### src/rtl/nxn_game_core.sv
// nxn_game_core: N x N, K-in-a-row two-player board engine.
// Holds the board, arbitrates turns, rejects illegal moves and scans for a
// win or draw one cell per cycle around the most recently placed stone.
// Display logic reads any cell through the combinational rd port.
module nxn_game_core #(
    parameter int N  = 3,
    parameter int K  = 3,
    parameter int RW = (N <= 2) ? 1 : $clog2(N),
    parameter int CW = $clog2(N * N + 1)
) (
    input  logic          clock,
    input  logic          reset,
    input  logic          new_game,
    input  logic          first_player,
    input  logic          move_valid,
    input  logic [RW-1:0] move_row,
    input  logic [RW-1:0] move_col,
    output logic          move_ready,
    output logic          move_done,
    output logic          move_ok,
    input  logic [RW-1:0] rd_row,
    input  logic [RW-1:0] rd_col,
    output logic [1:0]    rd_cell,
    output logic          turn,
    output logic [1:0]    winner,
    output logic          draw,
    output logic          game_over,
    output logic [CW-1:0] move_count
);

    // Signed width for probe coordinates: room for r0 + (K-1) and r0 - (K-1).
    localparam int SW    = RW + 2;
    localparam int CELLS = N * N;
    localparam int IW    = (CELLS <= 2) ? 1 : $clog2(CELLS);

    typedef enum logic [1:0] {
        ST_READY = 2'b00,
        ST_CHECK = 2'b01,
        ST_OVER  = 2'b10
    } state_t;

    // Linear cell index of (row, col); only meaningful for in-range coordinates.
    function automatic logic [IW-1:0] cell_index(input logic [RW-1:0] row,
                                                 input logic [RW-1:0] col);
        return IW'(32'(row) * 32'(N) + 32'(col));
    endfunction

    // True when a row or column index lies inside the board.
    function automatic logic coord_in_range(input logic [RW-1:0] v);
        return (32'(v) < 32'(N));
    endfunction

    // Two-bit owner code stored at a linear cell index.
    function automatic logic [1:0] cell_at(input logic [2*CELLS-1:0] b,
                                           input logic [IW-1:0]      idx);
        return b[{idx, 1'b0} +: 2];
    endfunction

    state_t               state_r;
    logic [2*CELLS-1:0]   board_r;
    logic                 turn_r;
    logic [1:0]           winner_r;
    logic                 draw_r;
    logic                 game_over_r;
    logic                 move_done_r;
    logic                 move_ok_r;
    logic                 move_ready_r;
    logic [CW-1:0]        move_count_r;
    logic [RW-1:0]        r0_r;
    logic [RW-1:0]        c0_r;
    logic [1:0]           dir_r;
    logic                 side_r;
    logic [SW-1:0]        step_r;
    logic [SW-1:0]        run_r;

    logic [1:0]           mover_code_s;
    logic [IW-1:0]        req_idx_s;
    logic                 req_legal_s;
    logic signed [SW-1:0] step_s;
    logic signed [SW-1:0] row_off_s;
    logic signed [SW-1:0] col_off_s;
    logic signed [SW-1:0] probe_row_s;
    logic signed [SW-1:0] probe_col_s;
    logic                 probe_in_s;
    logic [IW-1:0]        probe_idx_s;
    logic                 probe_match_s;
    logic [SW-1:0]        run_inc_s;
    logic [SW-1:0]        step_inc_s;
    logic                 win_s;
    logic                 side_cont_s;

    assign move_ready = move_ready_r;
    assign move_done  = move_done_r;
    assign move_ok    = move_ok_r;
    assign turn       = turn_r;
    assign winner     = winner_r;
    assign draw       = draw_r;
    assign game_over  = game_over_r;
    assign move_count = move_count_r;

    // Legality of the incoming request: on the board and on an empty cell.
    always_comb begin
        mover_code_s = turn_r ? 2'b10 : 2'b01;
        req_idx_s    = cell_index(move_row, move_col);
        if (coord_in_range(move_row) && coord_in_range(move_col)) begin
            req_legal_s = (cell_at(board_r, req_idx_s) == 2'b00);
        end else begin
            req_legal_s = 1'b0;
        end
    end

    // Probe cell for the current scan position and the resulting scan decision.
    always_comb begin
        step_s = $signed(step_r);
        case (dir_r)
            2'd0: begin row_off_s = {SW{1'b0}}; col_off_s = step_s;      end
            2'd1: begin row_off_s = step_s;     col_off_s = {SW{1'b0}}; end
            2'd2: begin row_off_s = step_s;     col_off_s = step_s;      end
            2'd3: begin row_off_s = step_s;     col_off_s = -step_s;     end
            default: begin row_off_s = {SW{1'b0}}; col_off_s = {SW{1'b0}}; end
        endcase
        probe_row_s = side_r ? ($signed({2'b00, r0_r}) - row_off_s)
                             : ($signed({2'b00, r0_r}) + row_off_s);
        probe_col_s = side_r ? ($signed({2'b00, c0_r}) - col_off_s)
                             : ($signed({2'b00, c0_r}) + col_off_s);
        probe_in_s  = !probe_row_s[SW-1] && (probe_row_s[SW-2:0] < (SW-1)'(N)) &&
                      !probe_col_s[SW-1] && (probe_col_s[SW-2:0] < (SW-1)'(N));
        probe_idx_s = cell_index(probe_row_s[RW-1:0], probe_col_s[RW-1:0]);
        if (probe_in_s) begin
            probe_match_s = (cell_at(board_r, probe_idx_s) == mover_code_s);
        end else begin
            probe_match_s = 1'b0;
        end
        run_inc_s   = run_r + SW'(1'b1);
        step_inc_s  = step_r + SW'(1'b1);
        win_s       = probe_match_s && (run_inc_s == SW'(K));
        side_cont_s = probe_match_s && (step_inc_s <= SW'(K - 1));
    end

    // Display read port: empty for any out-of-range coordinate.
    always_comb begin
        if (coord_in_range(rd_row) && coord_in_range(rd_col)) begin
            rd_cell = cell_at(board_r, cell_index(rd_row, rd_col));
        end else begin
            rd_cell = 2'b00;
        end
    end

    // Game FSM: move acceptance, line scan, win/draw resolution and restart.
    always_ff @(posedge clock or posedge reset) begin
        if (reset) begin
            state_r      <= ST_READY;
            board_r      <= {(2*CELLS){1'b0}};
            turn_r       <= 1'b0;
            winner_r     <= 2'b00;
            draw_r       <= 1'b0;
            game_over_r  <= 1'b0;
            move_done_r  <= 1'b0;
            move_ok_r    <= 1'b0;
            move_ready_r <= 1'b1;
            move_count_r <= {CW{1'b0}};
            r0_r         <= {RW{1'b0}};
            c0_r         <= {RW{1'b0}};
            dir_r        <= 2'd0;
            side_r       <= 1'b0;
            step_r       <= SW'(1'b1);
            run_r        <= SW'(1'b1);
        end else if (new_game) begin
            state_r      <= ST_READY;
            board_r      <= {(2*CELLS){1'b0}};
            turn_r       <= first_player;
            winner_r     <= 2'b00;
            draw_r       <= 1'b0;
            game_over_r  <= 1'b0;
            move_done_r  <= 1'b0;
            move_ok_r    <= 1'b0;
            move_ready_r <= 1'b1;
            move_count_r <= {CW{1'b0}};
            dir_r        <= 2'd0;
            side_r       <= 1'b0;
            step_r       <= SW'(1'b1);
            run_r        <= SW'(1'b1);
        end else begin
            move_done_r <= 1'b0;
            move_ok_r   <= 1'b0;
            case (state_r)
                ST_READY: begin
                    if (move_valid) begin
                        if (!req_legal_s) begin
                            move_done_r <= 1'b1;
                            move_ok_r   <= 1'b0;
                        end else begin
                            board_r[{req_idx_s, 1'b0} +: 2] <= mover_code_s;
                            move_count_r <= move_count_r + CW'(1'b1);
                            r0_r         <= move_row;
                            c0_r         <= move_col;
                            dir_r        <= 2'd0;
                            side_r       <= 1'b0;
                            step_r       <= SW'(1'b1);
                            run_r        <= SW'(1'b1);
                            move_ready_r <= 1'b0;
                            state_r      <= ST_CHECK;
                        end
                    end
                end
                ST_CHECK: begin
                    if (win_s) begin
                        winner_r    <= mover_code_s;
                        game_over_r <= 1'b1;
                        move_done_r <= 1'b1;
                        move_ok_r   <= 1'b1;
                        state_r     <= ST_OVER;
                    end else if (side_cont_s) begin
                        run_r  <= run_inc_s;
                        step_r <= step_inc_s;
                    end else if (!side_r) begin
                        // Switch to the opposite side; the run carries over so both
                        // halves of the line are summed.
                        side_r <= 1'b1;
                        step_r <= SW'(1'b1);
                        run_r  <= probe_match_s ? run_inc_s : run_r;
                    end else if (dir_r != 2'd3) begin
                        dir_r  <= dir_r + 2'd1;
                        side_r <= 1'b0;
                        step_r <= SW'(1'b1);
                        run_r  <= SW'(1'b1);
                    end else begin
                        move_done_r <= 1'b1;
                        move_ok_r   <= 1'b1;
                        if (move_count_r == CW'(CELLS)) begin
                            draw_r      <= 1'b1;
                            game_over_r <= 1'b1;
                            state_r     <= ST_OVER;
                        end else begin
                            turn_r       <= ~turn_r;
                            move_ready_r <= 1'b1;
                            state_r      <= ST_READY;
                        end
                    end
                end
                ST_OVER: begin
                    state_r <= ST_OVER;
                end
                default: begin
                    state_r      <= ST_READY;
                    move_ready_r <= 1'b1;
                end
            endcase
        end
    end

endmodule
### config.mk
export PLATFORM = sky130hd
export DESIGN_NAME = nxn_game_core
export DESIGN_NICKNAME = d
export VERILOG_FILES = /design/src/rtl/nxn_game_core.sv
export SDC_FILE = /design/constraint.sdc
export NUM_CORES = 1
export LEC_CHECK = 0
export CAP_MARGIN = 10
export CELL_PAD_IN_SITES_DETAIL_PLACEMENT = 0
export CELL_PAD_IN_SITES_GLOBAL_PLACEMENT = 1
export CORE_MARGIN = 2
export CORE_UTILIZATION = 46
export DETAILED_ROUTE_END_ITERATION = 10
export GPL_TIMING_DRIVEN = 0
export PLACE_DENSITY_LB_ADDON = 0.08
export SLEW_MARGIN = 25
export SYNTH_ARGS = -nofsm -noshare
export SYNTH_HDL_FRONTEND = slang
export SYNTH_SLANG_ARGS = --single-unit
export TNS_END_PERCENT = 5
### constraint.sdc
create_clock -name clock -period 6.1 [get_ports clock]
set_clock_uncertainty 0.05 [all_clocks]
set_input_delay 0.915 -clock clock [delete_from_list [all_inputs] [get_ports clock]]
set_output_delay 0.915 -clock clock [all_outputs]
set_load 0.05 [all_outputs]
==> out/results.txt <==
Final setup margin - 268 ps
Syn Area/Cell - 9.18 um2
Slew headroom - 0.404
DR vias - 3085
Post-synth EDFFs - 0
Sequential area share after synthesis - 0.308
Drt wl/cell - 15.5 um
Total wire length - 8710 um
Via/cell ratio - 5.51
CTS tree - built
Max-cap viol count - 0
Most used DFF post-synth - dfrtp_1
H-tree levels - 2
Total CTS buffers - 5
FMAX - 171 MHz
Drt first pass iters - 4
Initial antenna violation count - 0
Fin util - 0.546
Die height - 95.2 um
Area Growth Syn to Fin - 16.1%
Hold Crit Class - register to register
Max FO, Critical Path - 9
Ports - 27
Die width - 95.2 um
Initial Util - 0.470
Antenna viol nets, final - 0
Element type at the critical path end - register
Pwr dens - 327 nW/um2
Rows - 33
1st-iter DRT viols - 132
Startpoint Class - register
Peak VDD IR - 160 uV
First-pass GRT wire length - 14900 um
Critical path class - register to register
# clock sinks - 47
Synthesized area - 3830 um2
Net Count, Synth - 468
# DRC - 0
Diode count - 0
Mapped Cells - 417
GRT overflow - 0
Slew Limit Fails - 0
Status - completed
Leak pwr - 2.00 nW
Area leader, netlist - dfrtp_1
Ranking of synthesized cells by area - dfrtp_1 29%, ha_1 9.8%, mux2i_1 5.0%
Yosys warning count - 0
Critical Path RT - 6250 ps
GRT Overall Usage - 0.211
Fraction of layout cells with a size suffix above 1 - 0.125
CTS root buf - clkbuf_8
FILL cells - 779
Final Hold Viols - 0
Final nets - 505
Vias in the first global route - 3031
DIE AREA - 9060 um2
Core box area - 8130 um2
Clk buf depth - 2
Post-detail-place hpwl - 6740 um
Final Setup Violations - 0
Most common cell in the netlist - nor2_1
Clk pin slew, worst setup/hold paths - 90 ps
CTS Hold Buffers Added - 0
Worst slew pin tran - 888 ps
Area of the multi-input gates - 2450 um2
Synth Register Bits - 47
Sequential Area - 1180 um2
Netlist cell types - 67
Clk Latency, worst-skew pair - 310 ps
Port-buffer cells - 26
Most frequent cells after synthesis - 47 x nor2_1, 44 x dfrtp_1, 40 x inv_1
Synth top area share - 0.288
Worst EP arrival - 5990 ps
DP Worst Slack - -149 ps
Largest net degree at the start of global routing - 25
FFs w/ async S/R, synth - 1.00
Routability cong. - 0.828
Min Tclk post-route - 5830 ps
Final period util - 0.956
-- layer usage --
metal	vias up	GRT usage	part of all wire
met5	-	0	0
met4	0	0.0616	0.014
met3	9	0.0285	0.028
met2	53	0.330	0.45
met1	1501	0.305	0.51
li1	1522	-	-
-- cells in the final DEF (no fill, tap or decap), types with 8 or more instances in the layout --
master            n
dfrtp_1          43
ha_1             29
inv_1            39
clkdlybuf4s50_1  26
nor2_1           47
and2_1            8
clkbuf_1          8
nor2b_1          13
a21oi_1          22
nand3_1          10
mux2i_1          19
nand2_1          38
nor3_1           13
-- cells by family after synthesis --
kind of cell / count (synthesis) / share of synthesized area
XOR/XNOR: 11 / 0.0291
AO/OA/AOI/OAI: 77 / 0.145
buffers and inverters: 55 / 0.0598
multiplexers: 35 / 0.120
AND/OR/NAND/NOR: 154 / 0.198
flip-flops: 47 / 0.308
adder cells (fa/ha/maj): 38 / 0.140
-- worst max-delay path, stage by stage (launching register included) --
cell and delay [ps]:
dfstp_2 540, inv_1 60, ha_1 310, nand2_1 70
a21oi_2 150, inv_1 70, ha_1 280, mux2_2 300
fa_2 560, fa_1 420, inv_1 70, ha_1 130
inv_1 40, fa_1 500, buf_6 140, mux2_2 350
o21ai_2 130, nor3_1 80, o32ai_2 280, and3_4 230
buf_4 150, a31oi_4 120, a21o_1 250, nor2_4 130
mux2_4 300
-- final timing paths --
check	startpoint	end	slack, ps	cells past startpoint
worst max-delay path	step_r[0]	run_r[1]	270	24
worst min-delay path	move_ready	move_ready	430	2
worst max register to register	step_r[0]	run_r[1]	270	24
worst min register to register	move_ready	move_ready	430	2
max in group asynchronous	reset	board_r[2]	4590	3
min in group asynchronous	reset	draw	900	2
-- layout make-up --
type | count | area share
Inverter | 40 | 0.0338
Buffer | 15 | 0.0192
Multi-Input combinational cell | 315 | 0.553
Clock buffer | 5 | 0.0155
Tap cell | 105 | 0.0296
Clock inverter | 3 | 0.0152
Timing Repair Buffer | 30 | 0.0682
Sequential cell | 47 | 0.266
-- flip-flops by register name, summed over array words and instances (netlist names) --
| signal | count |
|---|---|
| move_count | 4 |
| run_r | 4 |
| state_r | 2 |
| move_done | 1 |
| move_ready | 1 |
| winner | 2 |
| r0_r | 2 |
| side_r | 1 |
| game_over | 1 |
| step_r | 4 |
| board_r | 18 |
| turn | 1 |
| c0_r | 2 |
| dir_r | 2 |
| draw | 1 |
| move_ok | 1 |
-- per-stage QoR --
stage / TNS, ps / hold WS, ps / total power, mW / cell area (um2) / std cells
after floorplan: 0 / 444 / 0.944 / 3830 / 417
final: 0 / 426 / 1.45 / 4440 / 560
after CTS: 0 / 432 / 1.39 / 4390 / 558
after global placement: -320 / 409 / 1.08 / 4220 / 548
after global routing: -2.32 / 453 / 1.56 / 4440 / 560
after detailed placement: -346 / 416 / 1.10 / 4240 / 549
-- where the power goes --
part / switching [mW] / total, mW / internal (mW)
logic: 0.440 / 0.820 / 0.380
registers: 0.0205 / 0.354 / 0.333
clock network: 0.114 / 0.278 / 0.163
total: 0.575 / 1.45 / 0.877
-- timing repair --
action                     4_1_cts  5_1_grt
resized for setup                3       12
pin swaps                        0        2
setup endpoints to repair        9       19
setup buffers                    1        2
Note: power is estimated with default switching activity, not from simulation.
